--- src/rtl/vga_cell_scan_if.sv ---
// Bundles the cell write port and the pixel/sync outputs of vga_cell_scan.
// The master side is game logic (or a bench); the slave side is the scanner.
interface vga_cell_scan_if;
  logic       wr_en;
  logic [5:0] wr_addr;
  logic [2:0] wr_color;
  logic [2:0] color_idx;
  logic       hsync;
  logic       vsync;
  logic       video_on;
  logic       frame_start;

  modport master (
    output wr_en, wr_addr, wr_color,
    input  color_idx, hsync, vsync, video_on, frame_start
  );

  modport slave (
    input  wr_en, wr_addr, wr_color,
    output color_idx, hsync, vsync, video_on, frame_start
  );
endinterface

--- src/rtl/vga_cell_scan.sv ---
// VGA timing generator scanning an 8x8 grid of 3-bit colour cells.
// Cell row/col come from sub-counters, so no dividers are needed.
module vga_cell_scan #(
  parameter int H_ACTIVE = 640,
  parameter int H_FP     = 16,
  parameter int H_SYNC   = 96,
  parameter int H_BP     = 48,
  parameter int V_ACTIVE = 480,
  parameter int V_FP     = 10,
  parameter int V_SYNC   = 2,
  parameter int V_BP     = 33,
  parameter int CELL_W   = 80,
  parameter int CELL_H   = 60
) (
  input  logic            clk,
  input  logic            rst_n,
  vga_cell_scan_if.slave  bus
);

  localparam int H_TOTAL = H_ACTIVE + H_FP + H_SYNC + H_BP;
  localparam int V_TOTAL = V_ACTIVE + V_FP + V_SYNC + V_BP;
  localparam int HW  = $clog2(H_TOTAL);
  localparam int VW  = $clog2(V_TOTAL);
  localparam int CWW = $clog2(CELL_W);
  localparam int CHW = $clog2(CELL_H);

  localparam logic [HW-1:0]  H_LAST  = HW'(H_TOTAL - 1);
  localparam logic [HW-1:0]  H_ACT   = HW'(H_ACTIVE);
  localparam logic [HW-1:0]  H_SS    = HW'(H_ACTIVE + H_FP);
  localparam logic [HW-1:0]  H_SE    = HW'(H_ACTIVE + H_FP + H_SYNC - 1);
  localparam logic [VW-1:0]  V_LAST  = VW'(V_TOTAL - 1);
  localparam logic [VW-1:0]  V_ACT   = VW'(V_ACTIVE);
  localparam logic [VW-1:0]  V_SS    = VW'(V_ACTIVE + V_FP);
  localparam logic [VW-1:0]  V_SE    = VW'(V_ACTIVE + V_FP + V_SYNC - 1);
  localparam logic [CWW-1:0] CW_LAST = CWW'(CELL_W - 1);
  localparam logic [CHW-1:0] CH_LAST = CHW'(CELL_H - 1);

  logic           pix_en;
  logic [HW-1:0]  h_cnt;
  logic [VW-1:0]  v_cnt;
  logic [CWW-1:0] col_sub;
  logic [CHW-1:0] row_sub;
  logic [2:0]     col;
  logic [2:0]     row;
  logic [2:0]     cells [64];

  logic vis_now;
  logic hs_now;
  logic vs_now;

  assign vis_now = (h_cnt < H_ACT) && (v_cnt < V_ACT);
  assign hs_now  = (h_cnt >= H_SS) && (h_cnt <= H_SE);
  assign vs_now  = (v_cnt >= V_SS) && (v_cnt <= V_SE);

  always_ff @(posedge clk or negedge rst_n) begin
    if (!rst_n) pix_en <= 1'b0;
    else        pix_en <= ~pix_en;
  end

  // Sub-counters only advance inside the active area; col/row wrap
  // harmlessly past the last cell because blanking never reads them.
  always_ff @(posedge clk or negedge rst_n) begin
    if (!rst_n) begin
      h_cnt   <= '0;
      v_cnt   <= '0;
      col_sub <= '0;
      row_sub <= '0;
      col     <= 3'd0;
      row     <= 3'd0;
    end else if (pix_en) begin
      if (h_cnt == H_LAST) begin
        h_cnt   <= '0;
        col_sub <= '0;
        col     <= 3'd0;
        if (v_cnt == V_LAST) begin
          v_cnt   <= '0;
          row_sub <= '0;
          row     <= 3'd0;
        end else begin
          v_cnt <= v_cnt + VW'(1);
          if (v_cnt < V_ACT) begin
            if (row_sub == CH_LAST) begin
              row_sub <= '0;
              row     <= row + 3'd1;
            end else begin
              row_sub <= row_sub + CHW'(1);
            end
          end
        end
      end else begin
        h_cnt <= h_cnt + HW'(1);
        if (h_cnt < H_ACT) begin
          if (col_sub == CW_LAST) begin
            col_sub <= '0;
            col     <= col + 3'd1;
          end else begin
            col_sub <= col_sub + CWW'(1);
          end
        end
      end
    end
  end

  always_ff @(posedge clk or negedge rst_n) begin
    if (!rst_n) begin
      for (int i = 0; i < 64; i++) cells[i] <= 3'd0;
    end else if (bus.wr_en) begin
      cells[bus.wr_addr] <= bus.wr_color;
    end
  end

  // The read below sees the pre-write cell contents on a same-clk write.
  always_ff @(posedge clk or negedge rst_n) begin
    if (!rst_n) begin
      bus.color_idx   <= 3'd0;
      bus.hsync       <= 1'b1;
      bus.vsync       <= 1'b1;
      bus.video_on    <= 1'b0;
      bus.frame_start <= 1'b0;
    end else if (pix_en) begin
      bus.video_on    <= vis_now;
      bus.color_idx   <= vis_now ? cells[{row, col}] : 3'd0;
      bus.hsync       <= ~hs_now;
      bus.vsync       <= ~vs_now;
      bus.frame_start <= (h_cnt == '0) && (v_cnt == '0);
    end else begin
      bus.frame_start <= 1'b0;
    end
  end

endmodule

--- src/flat_wrapper.sv ---
// flat-port wrapper written by rule: the top's interface ports become plain ports
module vga_cell_scan_flat 
#(
  parameter int H_ACTIVE = 640,
  parameter int H_FP     = 16,
  parameter int H_SYNC   = 96,
  parameter int H_BP     = 48,
  parameter int V_ACTIVE = 480,
  parameter int V_FP     = 10,
  parameter int V_SYNC   = 2,
  parameter int V_BP     = 33,
  parameter int CELL_W   = 80,
  parameter int CELL_H   = 60
)
  (clk, rst_n, bus_wr_en, bus_wr_addr, bus_wr_color, bus_color_idx, bus_hsync, bus_vsync, bus_video_on, bus_frame_start);
  vga_cell_scan_if bus_i ();
  input  logic clk;
  input  logic rst_n;
  input wire logic [$bits(bus_i.wr_en)-1:0] bus_wr_en;
  input wire logic [$bits(bus_i.wr_addr)-1:0] bus_wr_addr;
  input wire logic [$bits(bus_i.wr_color)-1:0] bus_wr_color;
  output wire logic [$bits(bus_i.color_idx)-1:0] bus_color_idx;
  output wire logic [$bits(bus_i.hsync)-1:0] bus_hsync;
  output wire logic [$bits(bus_i.vsync)-1:0] bus_vsync;
  output wire logic [$bits(bus_i.video_on)-1:0] bus_video_on;
  output wire logic [$bits(bus_i.frame_start)-1:0] bus_frame_start;
  assign bus_i.wr_en = bus_wr_en;
  assign bus_i.wr_addr = bus_wr_addr;
  assign bus_i.wr_color = bus_wr_color;
  assign bus_color_idx = bus_i.color_idx;
  assign bus_hsync = bus_i.hsync;
  assign bus_vsync = bus_i.vsync;
  assign bus_video_on = bus_i.video_on;
  assign bus_frame_start = bus_i.frame_start;
  vga_cell_scan #(.H_ACTIVE(H_ACTIVE), .H_FP(H_FP), .H_SYNC(H_SYNC), .H_BP(H_BP), .V_ACTIVE(V_ACTIVE), .V_FP(V_FP), .V_SYNC(V_SYNC), .V_BP(V_BP), .CELL_W(CELL_W), .CELL_H(CELL_H)) u_core (.clk(clk), .rst_n(rst_n), .bus(bus_i));
endmodule
--- config.mk ---
export PLATFORM = sky130hd
export DESIGN_NAME = vga_cell_scan_flat
export DESIGN_NICKNAME = d
export VERILOG_FILES = /design/src/rtl/vga_cell_scan_if.sv /design/src/rtl/vga_cell_scan.sv /design/src/flat_wrapper.sv
export SDC_FILE = /design/constraint.sdc
export NUM_CORES = 1
export LEC_CHECK = 0
export ABC_AREA = 0
export CORE_UTILIZATION = 35
export CTS_CLUSTER_DIAMETER = 200
export DETAILED_ROUTE_END_ITERATION = 10
export PLACE_DENSITY_LB_ADDON = 0.05
export SYNTH_ARGS = -nofsm -noshare
export SYNTH_HDL_FRONTEND = slang
export SYNTH_SLANG_ARGS = --single-unit
--- constraint.sdc ---
create_clock -name clk -period 2.1 [get_ports clk]
set_input_delay 0.63 -clock clk [delete_from_list [all_inputs] [get_ports clk]]
set_output_delay 0.63 -clock clk [all_outputs]
set_load 0.01 [all_outputs]
==> metrics.txt <==
# TYPE chip_impl_metric gauge
chip_impl_info{name="outcome",value="finished with violations"} 1
chip_impl_info{name="violations",value="negative setup slack"} 1
chip_impl_metric{name="floorplan.io_pins",unit=""} 19
chip_impl_metric{name="port-buffer-count",unit=""} 18
chip_impl_metric{name="yosysSeqAreaShare",unit="%"} 52.3
chip_impl_metric{name="gp_congestion",unit=""} 0.790
chip_impl_metric{name="total_global_route_track_usage",unit="%"} 18.5
chip_impl_info{name="worst_path_most_repeated_cell",value="sky130_fd_sc_hd__mux4_2"} 1
chip_impl_info{name="ys_dominant_reg_cell",value="sky130_fd_sc_hd__dfrtp_1"} 1
chip_impl_metric{name="critical_path.max_fanout",unit=""} 11
chip_impl_metric{name="final-setup-viol-count",unit=""} 3
chip_impl_metric{name="routed-via-count",unit=""} 7398
chip_impl_metric{name="synthesis.instances",unit=""} 870
chip_impl_metric{name="synth_warnings",unit=""} 0
chip_impl_metric{name="cts.htree.levels",unit=""} 1
chip_impl_metric{name="max_stage_delay",unit="ns"} 0.56
chip_impl_metric{name="first_pass_iters",unit=""} 4
chip_impl_metric{name="global_route.usage.met1",unit="%"} 25.7
chip_impl_metric{name="routed_via_density",unit=""} 5.18
chip_impl_metric{name="met3_usage",unit="%"} 2.16
chip_impl_metric{name="min_period_over_period",unit="%"} 108
chip_impl_metric{name="post-route-worst-setup-slack",unit="ns"} -0.177
chip_impl_info{name="unrepaired_setup_endpoints_after_global_routing",value="yes"} 1
chip_impl_metric{name="layout_skew",unit="ns"} 0.0108
chip_impl_metric{name="final_standard_cell_utilization_of_the_core",unit="%"} 43.6
chip_impl_metric{name="flow.area_growth_from_synthesis",unit="%"} 21.6
chip_impl_metric{name="max_slew_margin",unit="%"} 55.6
chip_impl_info{name="endpoint_class_of_the_critical_path",value="flop"} 1
chip_impl_metric{name="place_area",unit="sq um"} 12800
chip_impl_info{name="hp-class",value="reg -> reg"} 1
chip_impl_metric{name="fillCellCount",unit=""} 2944
chip_impl_metric{name="cts-buffers-inserted",unit=""} 29
chip_impl_metric{name="die_width",unit="microns"} 183
chip_impl_metric{name="cts-root-to-sink-buffers",unit=""} 3
chip_impl_metric{name="tightestPinTransition",unit="ns"} 0.666
chip_impl_metric{name="power.leakage",unit="uW"} 0.00625
chip_impl_info{name="cts_tree",value="yes"} 1
chip_impl_metric{name="fin_nets",unit=""} 990
chip_impl_info{name="critical_path_cell_by_cell",value="buf_12, mux4_2, mux4_2, mux2i_2, nor3_1, a211o_1"} 1
chip_impl_metric{name="design.core.area",unit="sq um"} 31900
chip_impl_info{name="crit_type",value="reg -> reg"} 1
chip_impl_metric{name="peakVddDrop",unit="mV"} 0.591
chip_impl_metric{name="hold_viol",unit=""} 0
chip_impl_metric{name="dpl_worst_slack",unit="ns"} -0.536
chip_impl_metric{name="grt_first_pass_wirelength",unit="microns"} 47400
chip_impl_info{name="critical_path.startpoint_type",value="flop"} 1
chip_impl_metric{name="initial_utilization",unit="%"} 35.9
chip_impl_metric{name="diodes",unit=""} 0
chip_impl_metric{name="grt_pass1_vias",unit=""} 8071
chip_impl_metric{name="finalMaxSlewViolations",unit=""} 0
chip_impl_metric{name="max_clock_freq",unit="GHz"} 0.439
chip_impl_metric{name="grt_start_max_net_pins",unit=""} 56
chip_impl_metric{name="drtIter0Drc",unit=""} 358
chip_impl_metric{name="synth.ff_latch_count",unit=""} 239
chip_impl_metric{name="place_hpwl",unit="microns"} 21000
chip_impl_metric{name="syn_nets",unit=""} 890
chip_impl_metric{name="global_route.usage.met2",unit="%"} 30.9
chip_impl_metric{name="detail_route.wirelength",unit="microns"} 29700
chip_impl_metric{name="drtAntennaViolNets",unit=""} 0
chip_impl_metric{name="design.die.area",unit="sq um"} 33400
chip_impl_metric{name="placement_rows",unit=""} 65
chip_impl_metric{name="worstPathArrival",unit="ns"} 2.70
chip_impl_metric{name="max-cap-violations",unit=""} 0
chip_impl_metric{name="clock_transition_time_at_the_flip_flop_clock_pins_of_the_worst_setup_and_hold_paths",unit="ns"} 0.06
chip_impl_metric{name="drive_gt1_share",unit="%"} 40.8
chip_impl_metric{name="asyncSetResetFlopFracSynth",unit="%"} 100
chip_impl_info{name="critPathSlowestCell",value="sky130_fd_sc_hd__mux4_2"} 1
chip_impl_metric{name="clk-insertion-delay-late",unit="ns"} 0.54
chip_impl_metric{name="power.density_cell_area",unit="nW/um^2"} 855
chip_impl_metric{name="final_design_area_excluding_fillers",unit="sq um"} 13900
chip_impl_metric{name="worst-endpoint-required",unit="ns"} 2.52
chip_impl_metric{name="synth_edf_count",unit=""} 0
chip_impl_metric{name="routedWlPerCell",unit="microns"} 20.8
chip_impl_metric{name="syn_area",unit="sq um"} 11400
chip_impl_info{name="ctsRootBufferMaster",value="sky130_fd_sc_hd__clkbuf_16"} 1
chip_impl_metric{name="grt_antenna_before_repair",unit=""} 0
chip_impl_metric{name="globalRouteOverflowTotal",unit=""} 0
chip_impl_metric{name="numClockSinks",unit=""} 239
chip_impl_info{name="grt_most_used_layer",value="met2"} 1
chip_impl_metric{name="ys_types",unit=""} 56
chip_impl_metric{name="post-route-drc-count",unit=""} 0
chip_impl_metric{name="fp.dieH",unit="microns"} 183
chip_impl_metric{name="synth_area_per_cell",unit="sq um"} 13.2
chip_impl_metric{name="final_period_minus_worst_setup_slack",unit="ns"} 2.28
-- layer usage --
metal | part of all wire (%) | routed length, microns | up-vias
li1 | - | - | 3384
met4 | 2.4 | 713 | 0
met3 | 2.8 | 829 | 46
met5 | 0 | 0 | -
met1 | 47 | 13800 | 3827
met2 | 48 | 14400 | 141
-- worst max-delay path: cells and delay by family (launching register included) --
family | cells | cell delay (ns)
compound gates | 1 | 0.23
mux | 3 | 1.28
simple gates | 1 | 0.07
flops | 1 | 0.41
buf+inv | 1 | 0.16
-- through the flow --
step	TNS, ns	hold WS, ns	power [uW]	std cells
6_report	-0.356	0.492	11900	1427
5_1_grt	-0.565	0.515	12400	1427
4_1_cts	-0.369	0.496	12100	1423
3_5_place_dp	-61.76	0.483	6580	1365
3_3_place_gp	-55.43	0.468	6530	1365
2_1_floorplan	0	0.334	6080	870
-- kinds of logic after synthesis --
kind of cell | after synthesis | synth area share, %
buf+inv | 60 | 2.32
mux | 253 | 30.0
flops | 239 | 52.3
xor+xnor | 16 | 1.22
simple gates | 226 | 9.58
fa+ha+maj | 8 | 0.875
compound gates | 68 | 3.71
-- path summary, 6_finish.rpt --
check	slack, ns	cells after the start	to	startpoint
max	-0.18	6	u_core.bus.color_idx[1]	u_core.col[0]
min	0.49	1	u_core.cells[30]	u_core.cells[30]
max reg2reg	-0.18	6	u_core.bus.color_idx[1]	u_core.col[0]
min reg2reg	0.49	1	u_core.cells[30]	u_core.cells[30]
max in group asynchronous	0.80	3	u_core.cells[3]	rst_n
min in group asynchronous	0.58	2	u_core.h_cnt[3]	rst_n
-- synthesized netlist by cell type (4+ instances only) --
cell type,number,area (sq um)
sky130_fd_sc_hd__a21oi_1,11,55.1
sky130_fd_sc_hd__a31oi_1,6,37.5
sky130_fd_sc_hd__and2_1,7,43.8
sky130_fd_sc_hd__and3_1,6,37.5
sky130_fd_sc_hd__buf_1,4,15.0
sky130_fd_sc_hd__buf_2,5,25.0
sky130_fd_sc_hd__clkbuf_1,32,120
sky130_fd_sc_hd__dfrtp_1,237,5930
sky130_fd_sc_hd__ha_1,8,100
sky130_fd_sc_hd__inv_1,12,45.0
sky130_fd_sc_hd__mux2_1,7,78.8
sky130_fd_sc_hd__mux2_2,186,2090
sky130_fd_sc_hd__mux2i_1,7,70.1
sky130_fd_sc_hd__mux4_2,53,1190
sky130_fd_sc_hd__nand2_1,57,214
sky130_fd_sc_hd__nand2b_1,4,25.0
sky130_fd_sc_hd__nand3_1,25,125
sky130_fd_sc_hd__nand4_1,8,50.1
sky130_fd_sc_hd__nor2_1,76,285
sky130_fd_sc_hd__nor2b_1,7,43.8
sky130_fd_sc_hd__nor3_1,9,45.0
sky130_fd_sc_hd__nor4_1,4,25.0
sky130_fd_sc_hd__o21ai_0,14,70.1
sky130_fd_sc_hd__o21ai_1,12,60.1
sky130_fd_sc_hd__o22ai_1,4,25.0
sky130_fd_sc_hd__or3_1,4,25.0
sky130_fd_sc_hd__xnor2_1,8,70.1
sky130_fd_sc_hd__xor2_1,8,70.1
-- what timing repair did --
| item | 4_1_cts | 5_1_grt |
|---|---|---|
| hold endpoints to repair | 9 | 0 |
| pin swaps | 1 | 1 |
| endpoints found under the setup margin | 9 | 10 |
| hold buffers | 1 | 0 |
| setup buffers | 4 | 4 |
| resized for setup | 9 | 3 |
-- report_power, final --
part           leakage (uW)  total (uW)  internal [uW]  switching (uW)
sequential          0.00317        5370           5110             268
combinational       0.00256        1110            643             464
clock              0.000526        5420           3410            2010
total               0.00625       11900           9160            2740
-- registers in the layout, indices dropped and copies added (netlist names), 3 cells and up --
signal and flops:
u_core.row 3, u_core.bus.color_idx 3, u_core.col_sub 7, u_core.h_cnt 10, u_core.row_sub 6, u_core.cells 192, u_core.v_cnt 10, u_core.col 3
-- layout make-up --
| cell class | instances | area, sq um | area share, % |
|---|---|---|---|
| Clock buffer | 38 | 840 | 6.03 |
| Tap cell | 435 | 544 | 3.91 |
| Multi-Input combinational cell | 571 | 5210 | 37.4 |
| Timing Repair Buffer | 116 | 1080 | 7.76 |
| Sequential cell | 239 | 5990 | 43.0 |
| Clock inverter | 15 | 208 | 1.49 |
| Inverter | 13 | 48.8 | 0.351 |
-- cell usage in the layout, fill, tap and decap left out, drive strengths merged, types with 7 or more instances in the layout --
| cell | instances |
|---|---|
| nor2b | 7 |
| inv | 13 |
| ha | 8 |
| o21ai | 26 |
| clkinv | 10 |
| nand3 | 25 |
| mux4 | 53 |
| mux2 | 193 |
| nor3 | 9 |
| mux2i | 7 |
| xnor2 | 8 |
| dfrtp | 237 |
| buf | 101 |
| clkbuf | 38 |
| nand2 | 57 |
| a21oi | 12 |
| nor2 | 76 |
| nand4 | 8 |
| and2 | 7 |
| xor2 | 8 |
| clkdlybuf4s50 | 8 |
(Power assumes the default switching activity.)
